===== config.mk =====
export PLATFORM = sky130hd
export DESIGN_NAME = instr_fetch
export DESIGN_NICKNAME = d
export VERILOG_FILES = /design/src/rtl/rv32i_pkg.sv /design/src/rtl/fetch_buf.sv /design/src/rtl/instr_fetch.sv
export SDC_FILE = /design/constraint.sdc
export NUM_CORES = 1
export LEC_CHECK = 0
export ABC_CLOCK_PERIOD_IN_PS = 5700
export CAP_MARGIN = 15
export CELL_PAD_IN_SITES_DETAIL_PLACEMENT = 0
export CELL_PAD_IN_SITES_GLOBAL_PLACEMENT = 2
export CORE_MARGIN = 2
export CORE_UTILIZATION = 33
export CTS_CLUSTER_SIZE = 10
export DETAILED_ROUTE_END_ITERATION = 8
export PLACE_DENSITY_LB_ADDON = 0.1
export SLEW_MARGIN = 20
export SYNTH_ARGS = -nofsm -noshare
export SYNTH_HDL_FRONTEND = slang
export SYNTH_SLANG_ARGS = --single-unit
export TNS_END_PERCENT = 100

===== constraint.sdc =====
create_clock -name clk -period 5.7 [get_ports clk]
set_clock_uncertainty 0.1 [all_clocks]
set_input_delay 0.855 -clock clk [delete_from_list [all_inputs] [get_ports clk]]
set_output_delay 0.855 -clock clk [all_outputs]
set_load 0.005 [all_outputs]

===== src/rtl/rv32i_pkg.sv =====
// -----------------------------------------------------------------------------
// rv32i_pkg
// Shared definitions for the RV32I front end: datapath width, the default
// reset fetch address, the fetch-unit state encoding, the buffered fetch entry
// layout and a small alignment helper.
// -----------------------------------------------------------------------------
package rv32i_pkg;

  localparam int XLEN = 32;

  // First fetch address after reset unless the instance overrides it.
  localparam logic [XLEN-1:0] RESET_PC_DEFAULT = 32'h0000_0000;

  // Fixed instruction size; RV32I has no compressed instructions here.
  localparam logic [XLEN-1:0] INSTR_BYTES = 32'd4;

  typedef enum logic {
    ST_RUN   = 1'b0,
    ST_FAULT = 1'b1
  } fetch_state_e;

  // One buffered fetch: the address and the word read from it.
  typedef struct packed {
    logic [XLEN-1:0] pc;
    logic [XLEN-1:0] instr;
  } fetch_entry_t;

  function automatic logic is_word_aligned(input logic [XLEN-1:0] addr);
    return addr[1:0] == 2'b00;
  endfunction

endpackage


===== src/rtl/fetch_buf.sv =====
// -----------------------------------------------------------------------------
// fetch_buf
// DEPTH-entry synchronous FIFO of {pc, instr} between fetch and decode.
// The head entry is read straight out of the storage registers, so a word
// pushed in one cycle is visible at the head in the next cycle.
//
// Ports
//   clk           clock, rising edge
//   rst           synchronous active-high reset (empties the FIFO)
//   push_i        write pc_i/instr_i this cycle (ignored when full without pop)
//   pc_i          address of the pushed word
//   instr_i       pushed instruction word
//   pop_i         consume the head entry (ignored when empty)
//   flush_i       discard all entries; wins over push and pop
//   full_o        all DEPTH entries occupied
//   empty_o       no entries occupied
//   head_pc_o     address of the head entry, 0 when empty
//   head_instr_o  head instruction word, 0 when empty
// -----------------------------------------------------------------------------
module fetch_buf
  import rv32i_pkg::*;
#(
  parameter int DEPTH = 2  // power of two, at least 2
) (
  input  logic            clk,
  input  logic            rst,
  input  logic            push_i,
  input  logic [XLEN-1:0] pc_i,
  input  logic [XLEN-1:0] instr_i,
  input  logic            pop_i,
  input  logic            flush_i,
  output logic            full_o,
  output logic            empty_o,
  output logic [XLEN-1:0] head_pc_o,
  output logic [XLEN-1:0] head_instr_o
);

  localparam int PTR_W = $clog2(DEPTH);
  localparam int CNT_W = PTR_W + 1;

  logic [PTR_W-1:0] rd_ptr_q, rd_ptr_d;
  logic [PTR_W-1:0] wr_ptr_q, wr_ptr_d;
  logic [CNT_W-1:0] count_q, count_d;
  fetch_entry_t     mem_q [DEPTH];
  fetch_entry_t     head;
  logic             do_push;
  logic             do_pop;

  assign full_o  = (count_q == CNT_W'(DEPTH));
  assign empty_o = (count_q == '0);

  // A push into a full FIFO is legal only when the head leaves in the same
  // cycle; the slot it frees is the one the write pointer already points at.
  assign do_pop  = pop_i && !empty_o;
  assign do_push = push_i && (!full_o || do_pop);

  // NOTE: every signal assigned in always_comb gets a default on entry so no
  // path through the block leaves it unassigned, which would infer a latch.
  always_comb begin
    rd_ptr_d = rd_ptr_q;
    wr_ptr_d = wr_ptr_q;
    count_d  = count_q;
    if (flush_i) begin
      rd_ptr_d = '0;
      wr_ptr_d = '0;
      count_d  = '0;
    end else begin
      if (do_push) wr_ptr_d = wr_ptr_q + PTR_W'(1);
      if (do_pop)  rd_ptr_d = rd_ptr_q + PTR_W'(1);
      case ({do_push, do_pop})
        2'b10:   count_d = count_q + CNT_W'(1);
        2'b01:   count_d = count_q - CNT_W'(1);
        default: count_d = count_q;
      endcase
    end
  end

  // NOTE: sequential state is written with non-blocking assignments so every
  // flop samples its inputs as they were before this clock edge.
  always_ff @(posedge clk) begin
    if (rst) begin
      rd_ptr_q <= '0;
      wr_ptr_q <= '0;
      count_q  <= '0;
    end else begin
      rd_ptr_q <= rd_ptr_d;
      wr_ptr_q <= wr_ptr_d;
      count_q  <= count_d;
    end
  end

  // NOTE: the storage array is deliberately not reset; the occupancy count
  // alone decides which entries are meaningful, and the head is masked to 0
  // while empty.
  always_ff @(posedge clk) begin
    if (do_push && !flush_i) begin
      mem_q[wr_ptr_q] <= '{pc: pc_i, instr: instr_i};
    end
  end

  assign head         = mem_q[rd_ptr_q];
  assign head_pc_o    = empty_o ? '0 : head.pc;
  assign head_instr_o = empty_o ? '0 : head.instr;

endmodule


===== src/rtl/instr_fetch.sv =====
// -----------------------------------------------------------------------------
// instr_fetch
// Sequential instruction fetch with a small output buffer and redirect
// support. The PC advances by 4 every cycle the buffer can take a word. A
// redirect flushes the buffer and restarts fetch at the target; a misaligned
// target parks the unit in FAULT until an aligned redirect arrives.
//
// Ports
//   clk             clock, rising edge
//   rst             synchronous active-high reset
//   r_addr_imem     fetch address to instruction memory (the fetch PC)
//   r_data_imem     instruction word for r_addr_imem, same cycle
//   redirect_valid  branch/jump redirect request
//   redirect_pc     redirect target
//   out_valid       buffer head holds a valid instruction
//   out_ready       decode accepts the head this cycle
//   out_instr       head instruction word
//   out_pc          address of out_instr
//   fault           misaligned redirect trapped, fetching halted
// -----------------------------------------------------------------------------
module instr_fetch
  import rv32i_pkg::*;
#(
  parameter logic [XLEN-1:0] RESET_PC = RESET_PC_DEFAULT,
  parameter int              DEPTH    = 2
) (
  input  logic            clk,
  input  logic            rst,
  output logic [XLEN-1:0] r_addr_imem,
  input  logic [XLEN-1:0] r_data_imem,
  input  logic            redirect_valid,
  input  logic [XLEN-1:0] redirect_pc,
  output logic            out_valid,
  input  logic            out_ready,
  output logic [XLEN-1:0] out_instr,
  output logic [XLEN-1:0] out_pc,
  output logic            fault
);

  fetch_state_e    state_q;
  logic [XLEN-1:0] pc_q;

  logic buf_full;
  logic buf_empty;
  logic pop;
  logic fetch_en;

  assign pop = out_valid && out_ready;

  // A redirect cancels this cycle's fetch; otherwise fetch whenever a slot is
  // free now or is being freed by the pop in this same cycle.
  assign fetch_en = (state_q == ST_RUN) && !redirect_valid && (!buf_full || pop);

  // Single-block FSM: state and PC move together. The PC wraps naturally
  // at 2^32.
  always_ff @(posedge clk) begin
    if (rst) begin
      state_q <= ST_RUN;
      pc_q    <= RESET_PC;
    end else if (redirect_valid) begin
      pc_q    <= redirect_pc;
      state_q <= is_word_aligned(redirect_pc) ? ST_RUN : ST_FAULT;
    end else if (fetch_en) begin
      pc_q    <= pc_q + INSTR_BYTES;
    end
  end

  fetch_buf #(
    .DEPTH (DEPTH)
  ) u_buf (
    .clk          (clk),
    .rst          (rst),
    .push_i       (fetch_en),
    .pc_i         (pc_q),
    .instr_i      (r_data_imem),
    .pop_i        (pop),
    .flush_i      (redirect_valid),
    .full_o       (buf_full),
    .empty_o      (buf_empty),
    .head_pc_o    (out_pc),
    .head_instr_o (out_instr)
  );

  // The buffer is flushed on entry to FAULT and never pushed while there, so
  // an empty buffer already keeps out_valid low in that state.
  assign out_valid   = !buf_empty;
  assign r_addr_imem = pc_q;
  assign fault       = (state_q == ST_FAULT);

endmodule


==> run metrics <==
hpwl dp=11.5 mm; Setup violations, final=0; die area=22,100 um2; crit path time final=3410 ps; clock buffer depth=2; Reg clk slew, reported paths=60 ps; crit path launch=u_buf.count_q[0]; layout cells sized above 1=7.53%; fin crit share=59.8%; H-tree Lvls=4; Worst IR Drop VDD=0.000205 V; Fin. Hold Viols=0; Multi-input gate area=2170 um2; Post-Synthesis Cells=528; DR WL/cell=17.8 um; Fill cells=1,863; Mapped Area=6900 um2; cell accounting for the most synthesized area=edfxtp_1; most common cell in the synthesized netlist=edfxtp_1; Finished Layout Cells=974; 1st-iter DRT viols=149; post-synthesis sequential area ratio=66.8%; worst setup path end=out_pc[22]; Port Buffer Count=165; Antenna Nets Post-Route=0; Worst Path Arrival=2450 ps; commonest cells in the netlist=edfxtp_1, nor2_1, mux2i_1; Seq. cell area=4610 um2; Avg Cell Area, Syn=13.1 um2; chip height=149 um; R2R Path End=u_buf.mem_q[0][53]; Core Util, Final=46.5%; Mapped Nets=598; status=finished clean; # IOs=166; Final Max Tran Viols=0; final worst slack=2290 ps; Antenna Cells=0; global-route wire length before repair=26.3 mm; Pwr Density=301 nW/um2; Slew @ Worst Pin=935 ps; crit path kind=register to output port; Area Growth Syn to Fin=37.3%; Routed WL=17.3 mm; Startpoint Class=register; Crit. End Element=output port; DRT Pass-1 Iters=4; YS warnings=0; Placed Cells incl. Taps=941; FMAX=294 MHz; setup TNS=0 ps; Rel. slew slack=37.4%; initial antenna violation count=0; Worst EP required=4740 ps; DRC violations left=0; Hold Slack=414 ps; number of nets in the layout=761; final instance area=9470 um2; Power Total=2.85 mW; Num CTS Buffers=17; RSZ-0062 raised after global routing=no; Post-Place Worst Slack=1990 ps; post-CTS setup buffers=0; Remaining Overflow, GRT=0; Via density=4.83; max_cap viols=0; EDFF count, synth=128; Post-DP Area=8850 um2; reg2reg path depth=6; Synth area leaders=edfxtp_1, dfxtp_1, mux2i_1, nor2_1, xor2_1; reg2reg setup slack=2960 ps; number of hold buffers added after CTS=0; total number of vias=4,705; Leakage=3.10 nW; Main synth FF type=edfxtp_1; Cell variety after synth=44; worst hold path class=register to register; Clock Latency Late Sink=420 ps; vias in the first global route=4,530; CTS root buf=clkbuf_16; Std-Cell Rows=52; Tot GR Track Use=15.7%; async set or reset register ratio after synthesis=0%; beginning of the worst register-to-register path=u_buf.count_q[0]; Clock Sinks=166; largest net degree at the start of global routing=65; top-area cell type share of the netlist area=55.7%; Routability Congestion=0.758; #FFs+latches synth=166; core box area=20,400 um2; initial core utilization=33.9%; post-CTS sizing=0; die width=149 um; CTS tree=done; Max FO, Critical Path=43
critical path, cell delays in order (launching register included):
cell             delay (ps)
dfxtp_1                 370
nor2_4                  470
buf_4                   520
nor2_1                  130
clkdlybuf4s50_1         470
area by class of cell:
| cell class | instances | area share [%] |
|---|---|---|
| clock inverter | 14 | 1.76 |
| timing repair buffer | 172 | 18.3 |
| clock buffer | 18 | 4.53 |
| tap | 270 | 3.57 |
| sequential | 166 | 48.7 |
| multi-input combinational | 325 | 22.9 |
| inverter | 9 | 0.357 |
layout by cell type, fill, tap and decap left out, drive strengths merged, types with 4 or more instances in the layout:
cell type / instances
nand3: 8
a21oi: 16
nand2: 28
nor4: 8
o21ai: 4
nor3: 8
xor2: 17
nor2: 90
clkbuf: 18
and3: 4
nand4: 16
a211oi: 10
clkdlybuf4s50: 165
edfxtp: 128
inv: 13
a31oi: 5
clkinv: 7
xnor2: 5
and2: 4
o22ai: 4
mux2i: 68
mux2: 4
dfxtp: 38
buf: 7
registers in the layout, summed over array words and instances (netlist names), named ones only:
signal	count
u_buf.mem_q	128
r_addr_imem	32
u_buf.count_q	2
fault	1
u_buf.rd_ptr_q	1
u_buf.wr_ptr_q	1
cells by family after synthesis:
| logic type | synth area share, % |
|---|---|
| compound gates | 4.63 |
| simple gates | 12.8 |
| flops | 66.8 |
| fa+ha+maj | 0.363 |
| xor+xnor | 2.79 |
| mux | 10.5 |
| buf+inv | 2.09 |
worst min path at each step:
stage / depth (start not counted) / slack, ps / endpoint / from
6_report: 0 / 410 / u_buf.mem_q[0][33] / r_addr_imem[1]
5_1_grt: 0 / 430 / u_buf.mem_q[1][33] / r_addr_imem[1]
4_1_cts: 0 / 420 / u_buf.mem_q[1][32] / r_addr_imem[0]
3_5_place_dp: 0 / 400 / u_buf.mem_q[1][32] / r_addr_imem[0]
3_3_place_gp: 0 / 400 / u_buf.mem_q[1][32] / r_addr_imem[0]
2_1_floorplan: 0 / 370 / u_buf.mem_q[0][32] / r_addr_imem[0]
routing by layer:
metal | routed length, um | global-route usage (%)
met2 | 8280 | 24.8
met1 | 7970 | 21.8
met4 | 126 | 4.43
met5 | 0 | 0
met3 | 965 | 3.71
power by group:
| group | internal [mW] | switching, mW | leakage (nW) |
|---|---|---|---|
| clock | 0.658 | 0.492 | 0.290 |
| sequential | 1.37 | 0.0491 | 1.51 |
| combinational | 0.153 | 0.125 | 1.30 |
Power figures use the tool's default switching activity.
